$ cat src/rtl/shared_reg_arbiter_if.sv
// Requester-side bus of the shared register arbiter: req/lock/wdata in, grant/ack/q out.
// SHARED_REG_ARBITER_WMASK_EN adds a per-bit write-enable lane alongside each wdata lane.
interface shared_reg_arbiter_if #(
    parameter int NUM_REQ = 4,
    parameter int DATA_W  = 32
);
    logic [NUM_REQ-1:0]        req;
    logic [NUM_REQ-1:0]        lock;
    logic [NUM_REQ*DATA_W-1:0] wdata;
`ifdef SHARED_REG_ARBITER_WMASK_EN
    logic [NUM_REQ*DATA_W-1:0] wmask;
`endif
    logic [NUM_REQ-1:0]        grant;
    logic [NUM_REQ-1:0]        ack;
    logic [DATA_W-1:0]         q;
    logic                      q_valid;
    logic                      busy;

`ifdef SHARED_REG_ARBITER_WMASK_EN
    modport master (output req, lock, wdata, wmask, input grant, ack, q, q_valid, busy);
    modport slave  (input req, lock, wdata, wmask, output grant, ack, q, q_valid, busy);
`else
    modport master (output req, lock, wdata, input grant, ack, q, q_valid, busy);
    modport slave  (input req, lock, wdata, output grant, ack, q, q_valid, busy);
`endif
endinterface

$ cat src/rtl/shared_reg_arbiter.sv
// Round-robin arbiter writing one shared DATA_W register, with capped locked bursts.
// Define SHARED_REG_ARBITER_WMASK_EN for per-bit masked writes (q_valid needs a nonzero mask).
module shared_reg_arbiter #(
    parameter int NUM_REQ   = 4,
    parameter int DATA_W    = 32,
    parameter int MAX_BURST = 4
) (
    input  logic                 clock,
    input  logic                 reset_n,
    shared_reg_arbiter_if.slave  bus
);
    localparam int PTR_W  = (NUM_REQ > 1) ? $clog2(NUM_REQ) : 1;
    localparam int SCAN_W = PTR_W + 1;
    localparam int BCNT_W = 4;

    localparam logic [0:0] IDLE  = 1'b0;
    localparam logic [0:0] GRANT = 1'b1;

    logic [0:0]          state;
    logic [PTR_W-1:0]    ptr;
    logic [PTR_W-1:0]    owner;
    logic [BCNT_W-1:0]   bcnt;
    logic [NUM_REQ-1:0]  grant_r;
    logic [DATA_W-1:0]   q_r;
    logic                q_valid_r;

    logic [PTR_W-1:0]    winner;
    logic                found;
    logic [SCAN_W-1:0]   scan_idx;
    logic [PTR_W-1:0]    ptr_after_owner;
    logic                stay_in_burst;
    logic [DATA_W-1:0]   lane_data;
    logic [DATA_W-1:0]   q_next;
    logic                valid_set;

    // Rotating scan starting at ptr; the first requester found wins.
    always_comb begin
        // NOTE: every always_comb output gets a default first, otherwise a path
        // that skips the assignment infers a latch.
        winner   = '0;
        found    = 1'b0;
        scan_idx = '0;
        for (int k = 0; k < NUM_REQ; k++) begin
            scan_idx = {1'b0, ptr} + SCAN_W'(k);
            if (scan_idx >= SCAN_W'(NUM_REQ))
                scan_idx = scan_idx - SCAN_W'(NUM_REQ);
            if (!found && bus.req[scan_idx[PTR_W-1:0]]) begin
                winner = scan_idx[PTR_W-1:0];
                found  = 1'b1;
            end
        end
    end

    assign ptr_after_owner = (owner == PTR_W'(NUM_REQ - 1)) ? '0 : owner + 1'b1;
    assign stay_in_burst   = bus.lock[owner] && bus.req[owner] &&
                             (bcnt < BCNT_W'(MAX_BURST - 1));
    assign lane_data       = bus.wdata[int'(owner) * DATA_W +: DATA_W];

`ifdef SHARED_REG_ARBITER_WMASK_EN
    logic [DATA_W-1:0] lane_mask;
    assign lane_mask = bus.wmask[int'(owner) * DATA_W +: DATA_W];
    assign q_next    = (lane_data & lane_mask) | (q_r & ~lane_mask);
    assign valid_set = |lane_mask;
`else
    assign q_next    = lane_data;
    assign valid_set = 1'b1;
`endif

    // NOTE: sequential state uses non-blocking assignments so every register
    // samples pre-edge values regardless of statement order.
    always_ff @(posedge clock or negedge reset_n) begin
        if (!reset_n) begin
            state   <= IDLE;
            grant_r <= '0;
            owner   <= '0;
            ptr     <= '0;
            bcnt    <= '0;
        end else begin
            case (state)
                IDLE: begin
                    if (found) begin
                        state   <= GRANT;
                        owner   <= winner;
                        grant_r <= NUM_REQ'(1) << winner;
                        bcnt    <= '0;
                    end
                end
                GRANT: begin
                    if (stay_in_burst) begin
                        bcnt <= bcnt + 1'b1;
                    end else begin
                        state   <= IDLE;
                        grant_r <= '0;
                        ptr     <= ptr_after_owner;
                    end
                end
                default: begin
                    state   <= IDLE;
                    grant_r <= '0;
                end
            endcase
        end
    end

    // The register is written on every beat closing edge; a reset drops any in-flight beat.
    always_ff @(posedge clock or negedge reset_n) begin
        if (!reset_n) begin
            q_r       <= '0;
            q_valid_r <= 1'b0;
        end else if (state == GRANT) begin
            q_r <= q_next;
            if (valid_set)
                q_valid_r <= 1'b1;
        end
    end

    assign bus.grant   = grant_r;
    assign bus.ack     = (state == GRANT) ? grant_r : '0;
    assign bus.busy    = (state == GRANT);
    assign bus.q       = q_r;
    assign bus.q_valid = q_valid_r;

    a_grant_onehot0 : assert property (@(posedge clock) disable iff (!reset_n)
        $onehot0(bus.grant));
    a_no_ack_idle   : assert property (@(posedge clock) disable iff (!reset_n)
        (state == IDLE) |-> (bus.ack == '0));
endmodule

$ cat src/flat_wrapper.sv
// flat-port wrapper written by rule: the top's interface ports become plain ports
module shared_reg_arbiter_flat 
#(
    parameter int NUM_REQ   = 4,
    parameter int DATA_W    = 32,
    parameter int MAX_BURST = 4
)
  (clock, reset_n, bus_req, bus_lock, bus_wdata, bus_grant, bus_ack, bus_q, bus_q_valid, bus_busy);
  shared_reg_arbiter_if #(.NUM_REQ(NUM_REQ), .DATA_W(DATA_W)) bus_i ();
  input  logic clock;
  input  logic reset_n;
  input wire logic [$bits(bus_i.req)-1:0] bus_req;
  input wire logic [$bits(bus_i.lock)-1:0] bus_lock;
  input wire logic [$bits(bus_i.wdata)-1:0] bus_wdata;
  output wire logic [$bits(bus_i.grant)-1:0] bus_grant;
  output wire logic [$bits(bus_i.ack)-1:0] bus_ack;
  output wire logic [$bits(bus_i.q)-1:0] bus_q;
  output wire logic [$bits(bus_i.q_valid)-1:0] bus_q_valid;
  output wire logic [$bits(bus_i.busy)-1:0] bus_busy;
  assign bus_i.req = bus_req;
  assign bus_i.lock = bus_lock;
  assign bus_i.wdata = bus_wdata;
  assign bus_grant = bus_i.grant;
  assign bus_ack = bus_i.ack;
  assign bus_q = bus_i.q;
  assign bus_q_valid = bus_i.q_valid;
  assign bus_busy = bus_i.busy;
  shared_reg_arbiter #(.NUM_REQ(NUM_REQ), .DATA_W(DATA_W), .MAX_BURST(MAX_BURST)) u_core (.clock(clock), .reset_n(reset_n), .bus(bus_i));
endmodule
$ cat config.mk
export PLATFORM = sky130hd
export DESIGN_NAME = shared_reg_arbiter_flat
export DESIGN_NICKNAME = d
export VERILOG_FILES = /design/src/rtl/shared_reg_arbiter_if.sv /design/src/rtl/shared_reg_arbiter.sv /design/src/flat_wrapper.sv
export SDC_FILE = /design/constraint.sdc
export NUM_CORES = 1
export LEC_CHECK = 0
export CAP_MARGIN = 15
export CORE_MARGIN = 1.5
export CORE_UTILIZATION = 33
export CTS_CLUSTER_DIAMETER = 120
export CTS_CLUSTER_SIZE = 20
export DETAILED_ROUTE_END_ITERATION = 12
export GPL_ROUTABILITY_DRIVEN = 1
export HOLD_SLACK_MARGIN = 0.06
export PLACE_DENSITY_LB_ADDON = 0.12
export SLEW_MARGIN = 10
export SYNTH_ARGS = -nofsm -noshare
export SYNTH_HDL_FRONTEND = slang
export SYNTH_SLANG_ARGS = --single-unit
export TNS_END_PERCENT = 100
$ cat constraint.sdc
create_clock -name clock -period 2.15 [get_ports clock]
set_clock_uncertainty 0.15 [all_clocks]
set_input_delay 0.43 -clock clock [delete_from_list [all_inputs] [get_ports clock]]
set_output_delay 0.43 -clock clock [all_outputs]
set_load 0.02 [all_outputs]
Word level (Yosys, flattened, before mapping)

Cells that the tools add are included.

Add/subtract/negate cells: 9
Order comparisons: 10
Equality and inequality tests: 4
Shift-type cells: 2
Multiplexer cells: 35
Bitwise operators: 2
Reductions and logical operators: 12

Operators with widths:

| operator                                                           | number |
|---|---|
| indexed part select 128 x 8 -> 32 bit                              | 1 |
| 2-to-1 mux 4 bit                                                   | 5 |
| 2-to-1 mux 2 bit                                                   | 9 |
| one-hot mux 4 bit (2 select lines)                                 | 2 |
| less-than comparator 2 x 3 -> 1 bit (second input constant)        | 5 |
| binary-select mux 1 bit (select 2 bit)                             | 6 |
| 2-to-1 mux 1 bit                                                   | 12 |
| greater-or-equal comparator 3 bit (second input constant)          | 3 |
| AND reduction 2 bit                                                | 4 |
| subtractor 2 x 1 -> 2 bit (second input constant)                  | 4 |
| adder 2 x 2 -> 3 bit (second input constant)                       | 2 |
| logical AND 1 bit                                                  | 5 |
| adder 4 x 1 -> 4 bit (second input constant)                       | 1 |
| less-than comparator 4 x 2 -> 1 bit (second input constant)        | 1 |
| != test 2 bit (second input constant)                              | 2 |
| left shift 1 x 2 -> 4 bit (first input constant)                   | 1 |
| adder 2 x 1 -> 3 bit (second input constant)                       | 1 |
| greater-or-equal comparator 2 x 3 -> 1 bit (second input constant) | 1 |
| zero test 1 bit                                                    | 3 |
| adder 2 x 1 -> 2 bit (second input constant)                       | 1 |
| == test 2 bit (second input constant)                              | 1 |
| != test 2 x 1 -> 1 bit (second input constant)                     | 1 |
| inverter 1 bit                                                     | 2 |
| one-hot mux 1 bit (2 select lines)                                 | 1 |

Flip-flop bits (word level): 46
Output and inout bits: 42

Longest topological paths before layout

Gate-level depths: netlist of the first run.

Word-level depth: 17
Gate-level depth with buffers: 5
Gate-level depth less buffers: 5

Worst setup path after synthesis of the first run

OpenSTA, ideal clock, no wires.

Kind: register to register
Start point: register u_core.bcnt[0]
End point: register u_core.ptr[1]
Library setup time: 127 ps
Arrival time: 1726 ps
Data required time: 1873 ps
Slack: 146 ps
Cell stages (with the launch flop): 6
Buffers on the path: 0
Period minus slack after synthesis: 2004 ps
Cells stage by stage: dfrtp_1 -> ha_1 -> or3_1 -> a311oi_2 -> a21bo_2 -> mux2_1

Cells in the longest elaborated chain, start to end: 4

Ends and longest elaborated chain:

| what                                 | RTL line                 | text |
|---|---|---|
| start, declared                      | shared_reg_arbiter.sv:22 | `logic [BCNT_W-1:0] bcnt;` |
| start signal, assigned               | shared_reg_arbiter.sv:90 | `bcnt <= bcnt + 1'b1;` |
| less-than comparator 4 x 2 -> 1 bit  | shared_reg_arbiter.sv:56 | `(bcnt < BCNT_W'(MAX_BURST - 1));` |
| logical AND 1 bit                    | shared_reg_arbiter.sv:55 | `assign stay_in_burst = bus.lock[owner] && bus.req[owner] &&` |
| inverter 1 bit (no source line)      | -                        |  |
| AND reduction 2 bit (no source line) | -                        |  |
| end signal, assigned                 | shared_reg_arbiter.sv:94 | `ptr <= ptr_after_owner;` |
| end, declared                        | shared_reg_arbiter.sv:20 | `logic [PTR_W-1:0] ptr;` |

No other way between the ends.
A chain may end at the register's enable or synchronous reset.

Worst setup path after layout of the first run

Start point: register u_core.state (netlist: u_core.bus.busy)
End point: output bus_ack[2]

Cells in the longest elaborated chain, start to end: 1

Ends and longest elaborated chain:

| what                   | RTL line                  | text |
|---|---|---|
| start, declared        | shared_reg_arbiter.sv:19  | `logic [0:0] state;` |
| start signal, assigned | shared_reg_arbiter.sv:73  | `state <= IDLE;` |
| start signal, assigned | shared_reg_arbiter.sv:82  | `state <= GRANT;` |
| start signal, assigned | shared_reg_arbiter.sv:92  | `state <= IDLE;` |
| 2-to-1 mux 4 bit       | shared_reg_arbiter.sv:118 | `assign bus.ack = (state == GRANT) ? grant_r : '0;` |
| end, declared          | flat_wrapper.sv:16        | `output wire logic [$bits(bus_i.ack)-1:0] bus_ack;` |

No other way between the ends.

==> metrics.txt, run 1 <==
f_max 480.1 MHz; clock latency on the worst-skew pair about 300 ps; Synth area leaders dfrtp_1, mux4_1, mux2_2; WL met3 498 um; Worst-path clk slew 80 ps; peak supply drop around 0.00054 V; drt total wl 7604 um; WL met2 4273 um; Synth top area share about two fifths; largest net degree at the start of global routing 29; Setup crit start kind register; Fillers 673; grt ovf 0; Pins Over Slew Limit 0; clock sink count 46; Core Box Area 8217 um2; largest family of logic cells by synthesized area multiplexers; final hold vios 0; FP Rows 33; number of synthesized flops with an enable pin 0; ANT cells 0; setup TNS 0 ps; placer congestion estimate 0.7533; Vias 2329; Longest Clk Path Bufs 2; adder-cell share of the synthesized area 0.8965%; GRT Total Usage between 10% and 20%; worst-path cell chain and2_1, clkdlybuf4s50_1; first drt pass iteration count 4; vias in the first global route 2472; worst min path class register to register; Static Leak 0.001976 uW; Nets a little over 500; synth unique cells 33; Critical Path Slowest Stage Cell clkdlybuf4s50_1; Gate Count Post-Synth 181; post-synthesis instance area about 2800 um2; IO Pins 180; layout cells sized above 1 between 10% and 20%; die span in y 94.97 um; CTS tree done; syn_nets 321; Power Internal approximately 3600 uW; mux cell area share after synthesis 43.21%; Seq/Total Area, Yosys 41.24%; critical path type register to output pin; critical path data arrival time 1500 ps; input/output buffers between 150 and 200; Slew @ Worst Pin 497.0 ps; first-pass GRT wire length 11830 um; detail-routed via count per cell 4.955; final setup vio count 0; Synth Warn # 0; Critical Path Sink Type output pin; Sw Ratio 36.47%; commonest cells after routing, fill and taps aside clkdlybuf4s50_1, dfrtp_1, mux2_2, mux4_1, nand2_1; fin crit period 2083 ps; total CTS buffers 5; Die Area approximately 9000 um2; Final ANT Viol Nets 0; Die W 94.97 um; Net Switching 2078 uW; Synth Flop Type dfrtp_1; Flop pwr share approximately 28%; fin crit share 96.87%; Max stage delay on crit path a little under 600 ps; area grow syn2layout 73.91%; WL met1 approximately 2700 um; Worst Path Max Fanout 11; FF+latch count, synth 46; Residual DRC 0; most common cell after layout, fill and taps aside clkdlybuf4s50_1; Comb power frac 62.4%; worst path required time roughly 1600 ps; asr flop ratio synth 100.0%; Synth Area in Compound Gates 5.199%; Clk pwr share about a tenth; WL/cell 16.18 um; Max Cap Viol 0; status completed; antenna violations before repair 0; footprint of the multi-input gates 1553 um2; max_slew headroom 66.87%; Starting Density 33.97%; area leader, netlist dfrtp_1; Clock Root Buffer clkbuf_8; Synth Area in Simple Gates 5.917%; PwrDens 1174 nW/um2; post-synthesis xor/xnor area fraction 0%; H-tree depth 2; Avg Synthesized Cell Area 15.42 um2; Finished Core Util 59.08%; Initial DRC Count 41; DP Wirelength 6265 um; top layer in use met4; Design Power about 5700 uW; RSZ-0062 raised after global routing no; register area 1154 um2
-- layout make-up --
type	instances	share of cell area (%)
Clock buffer	7	1.778
Clock inverter	1	0.1031
Inverter	3	0.2320
Multi-Input combinational cell	118	31.98
Sequential cell	46	23.76
Tap cell	105	2.706
Timing Repair Buffer	190	39.43
-- stage by stage --
stage | cell area, um2 | setup WS [ps] | cells | hold slack, ps
after global routing | 4855 | 0.01610 | 470 | 354.9
final | 4855 | 67.27 | 470 | 335.1
after global placement | 4737 | 34.75 | 461 | 271.3
after detailed placement | 4737 | -20.45 | 461 | 279.5
after floorplan | 2791 | 146.1 | 181 | -15.59
after CTS | 4838 | 16.52 | 470 | 341.0
-- worst max-delay path: cells and delay by family (launching register included) --
family / cells / cell delay [ps]
buf+inv: 1 / 590
flops: 1 / 470
simple gates: 1 / 150
-- registers in the layout, indices dropped and copies added (netlist names) --
signal	count
u_core.bus.q	32
u_core.bcnt	4
u_core.bus.grant	4
u_core.owner	2
u_core.ptr	2
u_core.bus.busy	1
u_core.bus.q_valid	1
-- worst paths after layout --
check | from | end | slack (ps) | cells after the start
max | u_core.bus.busy$_DFF_PN0_ | bus_ack[2] | 70 | 2
min | u_core.bus.q_valid$_DFFE_PN0P_ | u_core.bus.q_valid$_DFFE_PN0P_ | 340 | 1
min reg2reg | u_core.bus.q_valid$_DFFE_PN0P_ | u_core.bus.q_valid$_DFFE_PN0P_ | 340 | 1
max reg2reg | u_core.bcnt[0]$_DFFE_PN0P_ | u_core.ptr[1]$_DFFE_PN0P_ | 90 | 5
max in group asynchronous | reset_n | u_core.owner[0]$_DFFE_PN0P_ | 860 | 3
min in group asynchronous | reset_n | u_core.bus.q[26]$_DFFE_PN0P_ | 480 | 2
-- cells in the mapped netlist (2+ instances only) --
| cell type | count |
|---|---|
| and2_1 | 6 |
| dfrtp_1 | 46 |
| o2bb2ai_1 | 3 |
| a22o_1 | 2 |
| mux2_2 | 32 |
| nand2_1 | 8 |
| buf_2 | 4 |
| mux4_2 | 7 |
| clkbuf_1 | 6 |
| ha_1 | 2 |
| mux4_1 | 25 |
| nor2_1 | 3 |
| o211ai_1 | 2 |
| or2_2 | 3 |
| buf_6 | 4 |
| a211oi_1 | 2 |
| inv_1 | 3 |
| mux2i_1 | 2 |
| nor2b_1 | 5 |
| o21ai_0 | 3 |
-- per-layer routing --
metal,up-vias,GRT usage [%]
met3,7,4.992
met1,1136,19.07
li1,1096,-
met2,90,33.27
met4,0,4.478
met5,-,0
-- power groups by stage --
stage	sequential (uW)	combinational, uW	clock, uW
2_1_floorplan	1950	1790	0
3_3_place_gp	1610	3560	0
3_5_place_dp	1620	3590	0
4_1_cts	1610	3600	558
5_1_grt	1680	3800	594
6_report	1610	3550	537
-- cells by family after synthesis --
group,Yosys count
AO/OA/AOI/OAI,18
adder cells (fa/ha/maj),2
buffers and inverters,17
flip-flops,46
multiplexers,67
AND/OR/NAND/NOR,31
-- repair_timing --
action / in CTS / in global routing
setup buffers: 0 / 0
resized for setup: 0 / 3
endpoints found under the hold margin: 20 / 0
setup endpoints to repair: 0 / 5
hold buffers: 1 / 0
(Power assumes the default switching activity.)
==> run 2, diff against run 1 <==
Settings changed: CAP_MARGIN 15 to 20, TNS_END_PERCENT 100 to 5.
==> results of run 2 <==
The final DEF is identical to that of run 1; final timing and power are the same.
==> run 3, diff against run 2 <==
Settings changed: SETUP_SLACK_MARGIN set to 0.02.
==> run 3 against run 2 <==
  * Design area rose by 0.10%
  * Register-to-register slack barely moved
  * Utilization rose by 0.061 points
  * Clock power about the same
  * Critical path type is now register to register
  * Largest cell class unchanged
==> metrics.txt, run 3 (synthesized netlist as in run 1, its figures left out) <==
first drt pass iteration count 4; setup TNS 0 ps; Die Area 9019 um2; Critical Path Sink Type register; Longest Clk Path Bufs 2; clock sink count between 40 and 50; WL/cell between 15 and 20 um; layout cells sized above 1 between 10% and 20%; Final ANT Viol Nets 0; Fillers about 670; first-pass GRT wire length 11850 um; worst path required time about 2200 ps; Critical R2R Capture u_core.ptr[1]$_DFFE_PN0P_; most common cell after layout, fill and taps aside clkdlybuf4s50_1; final setup vio count 0; critical path data arrival time 2100 ps; Worst Path Max Fanout 4; f_max 484.6 MHz; worst-path cell chain ha_1, or3_1, a311oi_4, a21bo_2, mux2_1; detail-routed via count per cell 4.960; Starting Density 33.97%; input/output buffers 179; Vias 2331; fin crit period 2064 ps; DP Wirelength 6265 um; Pins Over Slew Limit 0; clock latency on the worst-skew pair 300 ps; FF-to-FF Start u_core.bcnt[0]$_DFFE_PN0P_; largest net degree at the start of global routing 29; worst min path class register to register; H-tree depth 2; Slew @ Worst Pin between 400 and 500 ps; Core Box Area 8217 um2; peak supply drop 0.0005360 V; Setup crit start kind register; fin crit share 95.98%; grt ovf 0; Max Cap Viol 0; IO Pins 180; Max stage delay on crit path 420 ps; Clock Root Buffer clkbuf_8; worst hold start u_core.bus.q_valid$_DFFE_PN0P_; commonest cells after routing, fill and taps aside clkdlybuf4s50_1, dfrtp_1, mux2_2, mux4_1, nand2_1; WP buf/inv 0; Residual DRC 0; area grow syn2layout 74.09%; reg2reg setup slack 90 ps; critical path type register to register; GRT Total Usage 17.64%; die span in y 94.97 um; WHS Path Cells 1; FP Rows 33; placed cell areas between 4000 and 5000 um2; drt total wl 7615 um; Hold EP u_core.bus.q_valid$_DFFE_PN0P_; total CTS buffers 5; status completed; ANT cells 0; Worst-path clk slew 80 ps; Finished Cell Area 4860 um2; Reg2Reg Depth 5; Initial DRC Count 41; max reg flops 32; Nets 504; Static Leak 0.002011 uW; antenna violations before repair 0; top cell family by delay on the critical path compound AO/OA/AOI/OAI gates; CTS tree done; max_slew headroom 66.86%; RSZ-0062 raised after global routing yes; placer congestion estimate 0.7533; PwrDens 1172 nW/um2; final hold vios 0; vias in the first global route 2470; Critical Path Slowest Stage Cell or3_1; Die W 94.97 um
-- run 3: cell count changes in the layout (fill, tap and decap cells not counted) --
| cell | delta |
|---|---|
| clkdlybuf4s50_1 | -2 |
| dlymetal6s2s_1 | +2 |
-- run 3: how the worst max path moves through the flow --
stage | startpoint | endpoint | slack, ps | cells past startpoint
after floorplan | u_core.bcnt[0]$_DFFE_PN0P_ | u_core.ptr[1]$_DFFE_PN0P_ | 150 | 5
after global placement | bus_req[2] | u_core.ptr[1]$_DFFE_PN0P_ | 30 | 5
after detailed placement | bus_req[2] | u_core.bcnt[1]$_DFFE_PN0P_ | -20 | 7
after CTS | u_core.bus.busy$_DFF_PN0_ | bus_ack[3] | 40 | 2
after global routing | u_core.bcnt[0]$_DFFE_PN0P_ | u_core.ptr[1]$_DFFE_PN0P_ | 0.5 | 5
final | u_core.bcnt[0]$_DFFE_PN0P_ | u_core.ptr[1]$_DFFE_PN0P_ | 90 | 5
-- run 3: routing by layer --
layer | track usage [%] | share of wire (%)
met1 | 19.13 | 36
met5 | 0 | 0
met4 | 4.478 | 1.2
met2 | 33.27 | 56
met3 | 5.072 | 6.6
-- run 3: worst reg2reg max path, stage by stage (launching register included) --
cell and delay, ps:
dfrtp_1 400, ha_1 190, or3_1 420, a311oi_4 280, a21bo_2 200, mux2_1 310
-- run 3: per-stage QoR --
step | utilization, % | std cells | hold WS [ps] | setup WS, ps | power [uW]
after global routing | 59.14 | 470 | 354.9 | 0.5442 | 6064
after detailed placement | 57.65 | 461 | 279.5 | -20.45 | 5211
after CTS | 58.89 | 470 | 341.0 | 35.10 | 5773
after global placement | 57.65 | 461 | 271.3 | 34.75 | 5164
final | 59.14 | 470 | 335.1 | 86.33 | 5695
after floorplan | - | 181 | -15.59 | 146.1 | 3742
-- run 3: area by class of cell --
class	count	area, um2	share of cell area [%]
repair buffers	190	1919	39.50
multi-input cells	118	1553	31.95
flip-flops and latches	46	1154	23.74
well taps	105	131.4	2.703
clock buffers	7	86.33	1.777
inverters	3	11.26	0.2317
clock inverters	1	5.005	0.1030
-- run 3: timing repair --
action | 4_1_cts | 5_1_grt
hold buffers | 1 | 0
endpoints found under the hold margin | 20 | 0
endpoints found under the setup margin | 1 | 6
buffers inserted | 0 | 0
resized for setup | 0 | 5
pin swaps | 1 | 0
-- run 3: power by group --
part           switching (uW)  internal, uW
combinational            1490          2070
clock                     277           259
sequential                314          1290
total                    2080          3620
